## src/rtl/panel_status_reporter.sv

```systemverilog
// Purpose: mirrors live control state (emergency/security/ECO/AC/person count) to the remote panel as uart_tx command bytes; optional 0xF0 heartbeat under `define PANEL_TX_HEARTBEAT_EN.
// Latency: a pending change seen in IDLE at cycle N pulses uart_tx_start at N+1; one IDLE cycle separates back-to-back bytes.
// Backpressure: one byte in flight, held until uart_tx_done or TX_TIMEOUT expiry (then re-arbitrated without a shadow update).
module panel_status_reporter #(
    parameter int PC_WIDTH         = 8,
    parameter int TX_TIMEOUT       = 200000,
    parameter int HEARTBEAT_CYCLES = 50000000
) (
    input  logic                clk,
    input  logic                reset,
    input  logic                emergency_valid,
    input  logic                ECO_mod_valid,
    input  logic                security_valid,
    input  logic [1:0]          ac_working_mode,
    input  logic [PC_WIDTH-1:0] person_count,
    input  logic                uart_tx_done,
    output logic                uart_tx_start,
    output logic [7:0]          uart_tx_data,
    output logic                reporter_busy,
    output logic                in_sync
);

    if (PC_WIDTH < 5 || TX_TIMEOUT < 1 || HEARTBEAT_CYCLES < 1) begin : g_bad_params
        $error("panel_status_reporter: illegal parameter value");
    end

    typedef enum logic [1:0] {S_IDLE, S_LOAD, S_WAIT} state_t;
    typedef enum logic [2:0] {IT_EMG, IT_SEC, IT_ECO, IT_AC, IT_PC, IT_HB} item_t;

    localparam int TW = $clog2(TX_TIMEOUT + 1);
    localparam logic [TW-1:0] TMO_LAST = TW'(TX_TIMEOUT - 1);
    localparam logic signed [PC_WIDTH-1:0] D_MAX = PC_WIDTH'(7);
    localparam logic signed [PC_WIDTH-1:0] D_MIN = PC_WIDTH'(-8);

    state_t state, state_nxt;

    logic                sh_emg, sh_eco, sh_sec;
    logic [1:0]          sh_ac;
    logic [PC_WIDTH-1:0] sh_pc;

    item_t               lat_item;
    logic [3:0]          lat_pay;
    logic [7:0]          tx_byte;
    logic [TW-1:0]       tmo_cnt;
    logic                in_sync_q;

    logic                       pend_emg, pend_sec, pend_eco, pend_ac, pend_pc, any_pend;
    logic signed [PC_WIDTH-1:0] pc_diff;
    logic [3:0]                 pc_delta;
    item_t                      sel_item;
    logic [3:0]                 sel_pay;
    logic                       hb_fire;

    function automatic logic [3:0] opcode(input item_t it);
        case (it)
            IT_EMG:  return 4'h1;
            IT_SEC:  return 4'h7;
            IT_ECO:  return 4'h0;
            IT_AC:   return 4'hA;
            IT_PC:   return 4'hC;
            default: return 4'hF;
        endcase
    endfunction

    // Modular difference read as signed matches the decoder's sign-extended add.
    assign pc_diff  = person_count - sh_pc;
    assign pend_emg = emergency_valid != sh_emg;
    assign pend_sec = security_valid != sh_sec;
    assign pend_eco = ECO_mod_valid != sh_eco;
    assign pend_ac  = ac_working_mode != sh_ac;
    assign pend_pc  = pc_diff != '0;
    assign any_pend = pend_emg | pend_sec | pend_eco | pend_ac | pend_pc;

    always_comb begin
        if (pc_diff > D_MAX)      pc_delta = 4'h7;
        else if (pc_diff < D_MIN) pc_delta = 4'h8;
        else                      pc_delta = pc_diff[3:0];
    end

    always_comb begin
        sel_item = IT_PC;
        sel_pay  = pc_delta;
        if (pend_emg) begin
            sel_item = IT_EMG;
            sel_pay  = {3'b000, emergency_valid};
        end else if (pend_sec) begin
            sel_item = IT_SEC;
            sel_pay  = {3'b000, security_valid};
        end else if (pend_eco) begin
            sel_item = IT_ECO;
            sel_pay  = {3'b000, ECO_mod_valid};
        end else if (pend_ac) begin
            sel_item = IT_AC;
            sel_pay  = {2'b00, ac_working_mode};
        end
    end

`ifdef PANEL_TX_HEARTBEAT_EN
    localparam int HW = $clog2(HEARTBEAT_CYCLES + 1);
    logic [HW-1:0] hb_cnt;

    assign hb_fire = (state == S_IDLE) && !any_pend && (hb_cnt == HW'(HEARTBEAT_CYCLES - 1));

    // Leaving quiet IDLE for any reason (send, pending item) restarts the idle count.
    always_ff @(posedge clk) begin
        if (reset)
            hb_cnt <= '0;
        else if (state == S_IDLE && !any_pend && !hb_fire)
            hb_cnt <= hb_cnt + 1'b1;
        else
            hb_cnt <= '0;
    end
`else
    assign hb_fire = 1'b0;
`endif

    always_ff @(posedge clk) begin
        if (reset) state <= S_IDLE;
        else       state <= state_nxt;
    end

    always_comb begin
        state_nxt     = state;
        uart_tx_start = 1'b0;
        reporter_busy = 1'b0;
        case (state)
            S_IDLE: begin
                if (any_pend || hb_fire) state_nxt = S_LOAD;
            end
            S_LOAD: begin
                uart_tx_start = 1'b1;
                reporter_busy = 1'b1;
                state_nxt     = S_WAIT;
            end
            S_WAIT: begin
                reporter_busy = 1'b1;
                if (uart_tx_done || tmo_cnt == TMO_LAST) state_nxt = S_IDLE;
            end
            default: state_nxt = S_IDLE;
        endcase
    end

    always_ff @(posedge clk) begin
        if (reset) begin
            sh_emg    <= 1'b0;
            sh_eco    <= 1'b0;
            sh_sec    <= 1'b0;
            sh_ac     <= 2'b00;
            sh_pc     <= '0;
            lat_item  <= IT_EMG;
            lat_pay   <= 4'h0;
            tx_byte   <= 8'h00;
            tmo_cnt   <= '0;
            in_sync_q <= 1'b0;
        end else begin
            in_sync_q <= (state == S_IDLE) && !any_pend;
            case (state)
                S_IDLE: begin
                    if (any_pend) begin
                        lat_item <= sel_item;
                        lat_pay  <= sel_pay;
                        tx_byte  <= {opcode(sel_item), sel_pay};
                    end else if (hb_fire) begin
                        lat_item <= IT_HB;
                        lat_pay  <= 4'h0;
                        tx_byte  <= 8'hF0;
                    end
                end
                S_LOAD: tmo_cnt <= '0;
                S_WAIT: begin
                    tmo_cnt <= tmo_cnt + 1'b1;
                    // Shadow takes the value actually sent, not the current live input.
                    if (uart_tx_done) begin
                        case (lat_item)
                            IT_EMG:  sh_emg <= lat_pay[0];
                            IT_SEC:  sh_sec <= lat_pay[0];
                            IT_ECO:  sh_eco <= lat_pay[0];
                            IT_AC:   sh_ac  <= lat_pay[1:0];
                            IT_PC:   sh_pc  <= sh_pc + {{(PC_WIDTH-4){lat_pay[3]}}, lat_pay};
                            default: ;
                        endcase
                    end
                end
                default: ;
            endcase
        end
    end

    assign uart_tx_data = tx_byte;
    assign in_sync      = in_sync_q;

endmodule

```

## config.mk

```make
export PLATFORM = sky130hd
export DESIGN_NAME = panel_status_reporter
export DESIGN_NICKNAME = d
export VERILOG_FILES = /design/src/rtl/panel_status_reporter.sv
export SDC_FILE = /design/constraint.sdc
export NUM_CORES = 1
export LEC_CHECK = 0
export BUFFER_PORTS_ARGS = -buffer_cell sky130_fd_sc_hd__buf_4
export CORE_AREA = 3 3 95 61
export DETAILED_ROUTE_END_ITERATION = 7
export DIE_AREA = 0 0 98 64
export HOLD_SLACK_MARGIN = 0.03
export PLACE_DENSITY = 0.73
export SETUP_SLACK_MARGIN = 0.4
export SLEW_MARGIN = 40
export SYNTH_ARGS = -nofsm -noshare
export SYNTH_HDL_FRONTEND = slang
export SYNTH_SLANG_ARGS = --single-unit
export TNS_END_PERCENT = 20
```

## constraint.sdc

```tcl
create_clock -name clk -period 2.7 [get_ports clk]
set_input_delay 0 -clock clk [delete_from_list [all_inputs] [get_ports clk]]
set_output_delay 0 -clock clk [all_outputs]
set_load 0.02 [all_outputs]
```

=== Word level (Yosys, flattened, before mapping) ===
Cells that the tools add are included.

* Word-level logic and storage cells: 70
* Bits in registers: 49
* Input bits: 16
* Output and inout bits: 11

* Bitwise logic cells: 4
* Muxes and demuxes: 17
* Reduce and logical (&&, ||, !) cells: 16
* Equal/unequal tests: 17
* Add/sub/neg operators: 3
* Magnitude comparators: 2

{| class="wikitable"
|+ Operators by type and width
! cell !! number
|-
| 18-bit case mux with 2 select lines || 1
|-
| 4-bit two-way mux || 6
|-
| 4-bit case mux with 5 select lines || 1
|-
| 18-bit by 1-bit adder with 18-bit output, second input constant || 1
|-
| 18-bit equality test, second input constant || 1
|-
| 3-bit AND reduction || 5
|-
| 3-bit by 2-bit equality test with 1-bit output, second input constant || 4
|-
| 3-bit two-way mux || 4
|-
| 8-bit adder || 1
|-
| 8-bit by 4-bit > comparator with 1-bit output, second input constant || 1
|-
| 8-bit by 4-bit less-than comparator with 1-bit output, second input constant || 1
|-
| 8-bit nonzero test || 1
|-
| 8-bit subtractor || 1
|-
| 3-bit by 1-bit equality test with 1-bit output, second input constant || 2
|-
| 3-bit equality test, second input constant || 2
|-
| 3-bit logical NOT || 2
|-
| 2-bit case mux with 3 select lines || 1
|-
| 2-bit two-way mux || 2
|-
| 2-bit != test, second input constant || 2
|-
| 1-bit bitwise OR || 4
|-
| 2-bit AND reduction || 2
|-
| 1-bit != test || 3
|-
| 2-bit by 1-bit equality test with 1-bit output, second input constant || 1
|-
| 2-bit equality test, second input constant || 1
|-
| 8 further kinds || 9
|}

=== Depth between registers and ports, before layout ===
* Depth in word-level cells: 8
* Gate-level depth with buffers: 13
* Mapped depth without buffers: 12

=== Worst setup path before layout ===
Ideal clock, no wire load.

* Kind: reg2reg
* Start point: register sh_pc[0]
* End point: register tx_byte[7] (netlist: uart_tx_data[7])
* Setup slack: 0.178 ns
* Library setup time: 0.070 ns
* Buffers on the path: 1
* Data arrival time: 2.451 ns
* Required time: 2.630 ns
* Clock period less this slack: 2.522 ns
* Stages on the path, launching flop included: 13
* Cell sequence: dfxtp_1 > ha_1 > inv_1 > fa_1 > a211o_1 > a21oi_1 > o21bai_1 > xor2_1 > nor2_1 > a31o_1 > buf_6 > or3_1 > a21oi_1

* Word-level cells in the longest chain between the ends: 4

{| class="wikitable"
|+ RTL lines
! element !! RTL line !! source
|-
| from (decl) || 39 || <nowiki>logic [PC_WIDTH-1:0] sh_pc;</nowiki>
|-
| from (signal assigned) || 179 || <nowiki>IT_PC: sh_pc <= sh_pc + {{(PC_WIDTH-4){lat_pay[3]}}, lat_pay};</nowiki>
|-
| 8-bit subtractor || 66 || <nowiki>assign pc_diff = person_count - sh_pc;</nowiki>
|-
| 8-bit nonzero test || 71 || <nowiki>assign pend_pc = pc_diff != '0;</nowiki>
|-
| 1-bit bitwise OR || 72 || <nowiki>assign any_pend = pend_emg | pend_sec | pend_eco | pend_ac | pend_pc;</nowiki>
|-
| 2-bit AND reduction (no source line) || -- ||
|-
| to (signal assigned) || 162 || <nowiki>tx_byte <= {opcode(sel_item), sel_pay};</nowiki>
|-
| to (decl) || 43 || <nowiki>logic [7:0] tx_byte;</nowiki>
|}

Every way passes these cells.
A chain may end at the register's enable or synchronous reset.

=== Worst setup path after layout ===
* Start point: register sh_pc[0]
* End point: register lat_item[2]

* Word-level cells in the longest chain between the ends: 4

{| class="wikitable"
|+ RTL lines
! element !! RTL line !! source
|-
| 8-bit subtractor || 66 ||
|-
| 8-bit nonzero test || 71 ||
|-
| 1-bit bitwise OR || 72 ||
|-
| 2-bit AND reduction (no source line) || -- ||
|-
| to (signal assigned) || 160 || <nowiki>lat_item <= sel_item;</nowiki>
|-
| to (decl) || 41 || <nowiki>item_t lat_item;</nowiki>
|}

Every way passes these cells.

==> flow_summary_export.csv <==
group,metric,value,unit
drt,via_per_inst,5.44,
global_routing,grt_max_degree,27,
yosys,syn_nets,353,
finish,antenna_cells,0,
critical_path,start_kind,"register",
power,ir_drop,0.000208,V
floorplanning,die_w,98,um
yosys,synthCells,317,
sta,clock.fmax,386,MHz
global_routing,grt_antenna_before_repair,0,
yosys,ys_types,51,
critical_path,path_delay_family,"compound AO/OA/AOI/OAI gates",
sta,worst_pin_slew,598,ps
drt,postRouteWirelength,6150,um
yosys,synth-seq-cells,45,
sta,final.setup.tns,0,ps
power,clkPwrFrac,0.357,
power,finalPower,0.00153,W
min_path,hold_class,"primary input to register",
yosys,synth_ff_type,"dfxtp_1",
yosys,synth_area_leaders,"dfxtp_1, ha_1, nor2_1",
critical_path,worstPathArrival,2770,ps
cts,clk_pin_slew,90,ps
critical_path,crit_path_max_fanout,7,
sta,drv_slew,0,
power,leakage,1.29,nW
cts,numCtsBuffers,5,
power,powerDensity,474,nW/um2
critical_path,critPathRequiredTime,2880,ps
floorplanning,pin_count,27,
cts,hold_buffers,0,
sta,post-route-min-period,2590,ps
drt,drtIter0Drc,109,
placement,place_congestion,0.860,
cts,cts.sinks,45,
floorplanning,dieArea,6270,um2
cts,cts.htree.levels,2,
job,cap_violations,0,
sta,finalSetupViolations,0,
cts,insertion_delay,300,ps
finish,fin_nets,389,
yosys,synthArstFlopShare,0,
critical_path,critPathSlowestCell,"dfxtp_2",
critical_path,crit_chain,"ha_4, inv_2, fa_2, a211o_1, a21oi_2, o21bai_1, xor2_1, nor2_2, buf_6, a31oi_4, mux2i_1, nor2_1",
sta,finalCritPeriodShare,0.960,
drt,vias,2284,
cts,clock_path_buffers,2,
critical_path,path_class,"register to register",
floorplanning,die_h,64,um
yosys,netlist_top_cells_count,"nor2_1, dfxtp_1, inv_1",
sta,clock_skew,10.4,ps
yosys,synthDominantCellAreaShare,0.334,
status,status,"finished, final reports clean",
floorplanning,num_rows,20,
finish,drive_gt1_frac,0.192,
yosys,ys_warn_count,0,
yosys,synth_edf_count,0,
critical_path,cp_num_buf_inv,2,
critical_path,end_kind,"register",
power,p_seq_frac,0.456,
power,intPower,0.00111,W
global_routing,grt_pass1_vias,2172,
power,power.switching,0.000422,W
finish,area_delta_synth_final,19.8,%
global_routing,gr-total-overflow,0,
drt,antenna_left,0,
placement,dp_hpwl,4500,um
yosys,ys_seq_area_frac,0.334,
critical_path,slowest_delay,360,ps
cts,cts_tree,"done",
yosys,yosysMostFrequentCell,"nor2_1",
power,p_comb_frac,0.187,
yosys,syn_area_per_cell,8.50,um2
drt,dr.pass1.iters,4,
global_routing,grt_first_pass_wirelength,10500,um
sta,rsz0062_at_grt,"true",
placement,postPlaceCellArea,2990,um2
drt,routedWlPerCell,14.7,um
power,swShare,0.276,
drt,drc_errors,0,
cts,cts_root_buffer,"clkbuf_8",
finish,fin_util,0.648,
yosys,synth_largest_area_cell,"dfxtp_1",
global_routing,grt.total_usage,0.207,
sta,max_slew_margin,0.601,
floorplanning,start_util,0.541,
floorplanning,core-area,4980,um2
yosys,syn-cell-area,2700,um2
sta,final-hold-violation-count,0,
finish,design_area,3230,um2
placement,io_buffer_count,26,
cell type report:
class | count | area, um2
timing repair buffer | 38 | 289
clock inverter | 2 | 37.5
tap | 66 | 82.6
sequential | 45 | 902
clock buffer | 6 | 82.6
multi-input combinational | 238 | 1740
fill | 448 | 1750
inverter | 25 | 93.8
power groups by stage:
| stage | combinational, W | clock [W] | sequential, W |
|---|---|---|---|
| floorplan | 0.000175 | 0 | 0.000720 |
| global placement | 0.000249 | 0 | 0.000712 |
| detailed placement | 0.000254 | 0 | 0.000712 |
| CTS | 0.000279 | 0.000552 | 0.000697 |
| global route | 0.000317 | 0.000575 | 0.000700 |
| finish | 0.000285 | 0.000546 | 0.000697 |
layout by cell type (no fill, tap or decap), types with 8 or more instances in the layout:
cell type  Yosys  layout
dfxtp_1       45      44
xor2_1        16      16
nor2_1        46      45
ha_1          18      15
mux2i_1       14      14
inv_1         25      23
xnor2_1       16      16
nand3_1        8       8
a21oi_1       15      13
buf_4          0      37
nand2_1       20      20
sequential cells by signal (all words and copies together) (netlist names), 2 cells and up:
| register | count |
|---|---|
| sh_pc | 8 |
| tmo_cnt | 18 |
| state | 2 |
| sh_ac | 2 |
| uart_tx_data | 5 |
| lat_pay | 3 |
| lat_item | 3 |
per-stage QoR:
stage               hold slack (ps)  setup WS (ps)  cells
global placement                368            209    403
CTS                            54.1            205    418
finish                         47.6            108    420
detailed placement              371            140    403
global route                   80.2          -46.6    420
floorplan                       256            267    317
repair_timing:
action / 4_1_cts / 5_1_grt
cloned: 1 / 0
gates resized for setup: 7 / 5
buffers inserted: 6 / 2
pin swaps: 3 / 4
setup endpoints to repair: 13 / 16
endpoints found under the hold margin: 0 / 0
cells by family after synthesis:
logic type | synth area share
buffers and inverters | 0.0543
AND/OR/NAND/NOR | 0.204
XOR/XNOR | 0.110
flip-flops | 0.334
AO/OA/AOI/OAI | 0.136
adder cells (fa/ha/maj) | 0.110
multiplexers | 0.0520
per-layer routing:
metal,vias to the layer above,GRT usage,part of all wire
li1,1177,-,-
met1,1061,0.328,0.56
met2,41,0.279,0.39
met3,5,0.0447,0.045
met4,0,0.0484,0.0085
met5,-,0,0
worst paths after layout:
path                                              startpoint                      endpoint  cells past startpoint  slack [ps]
worst min-delay path                                   reset         sh_pc[6]$_SDFFE_PP0P_                      2          50
worst max register to register         sh_pc[0]$_SDFFE_PP0P_      lat_item[2]$_SDFFE_PP0P_                     12         110
worst max-delay path                   sh_pc[0]$_SDFFE_PP0P_      lat_item[2]$_SDFFE_PP0P_                     12         110
worst min register to register  uart_tx_data[7]$_SDFFE_PP0P_  uart_tx_data[7]$_SDFFE_PP0P_                      2         480
Power figures use the tool's default switching activity.
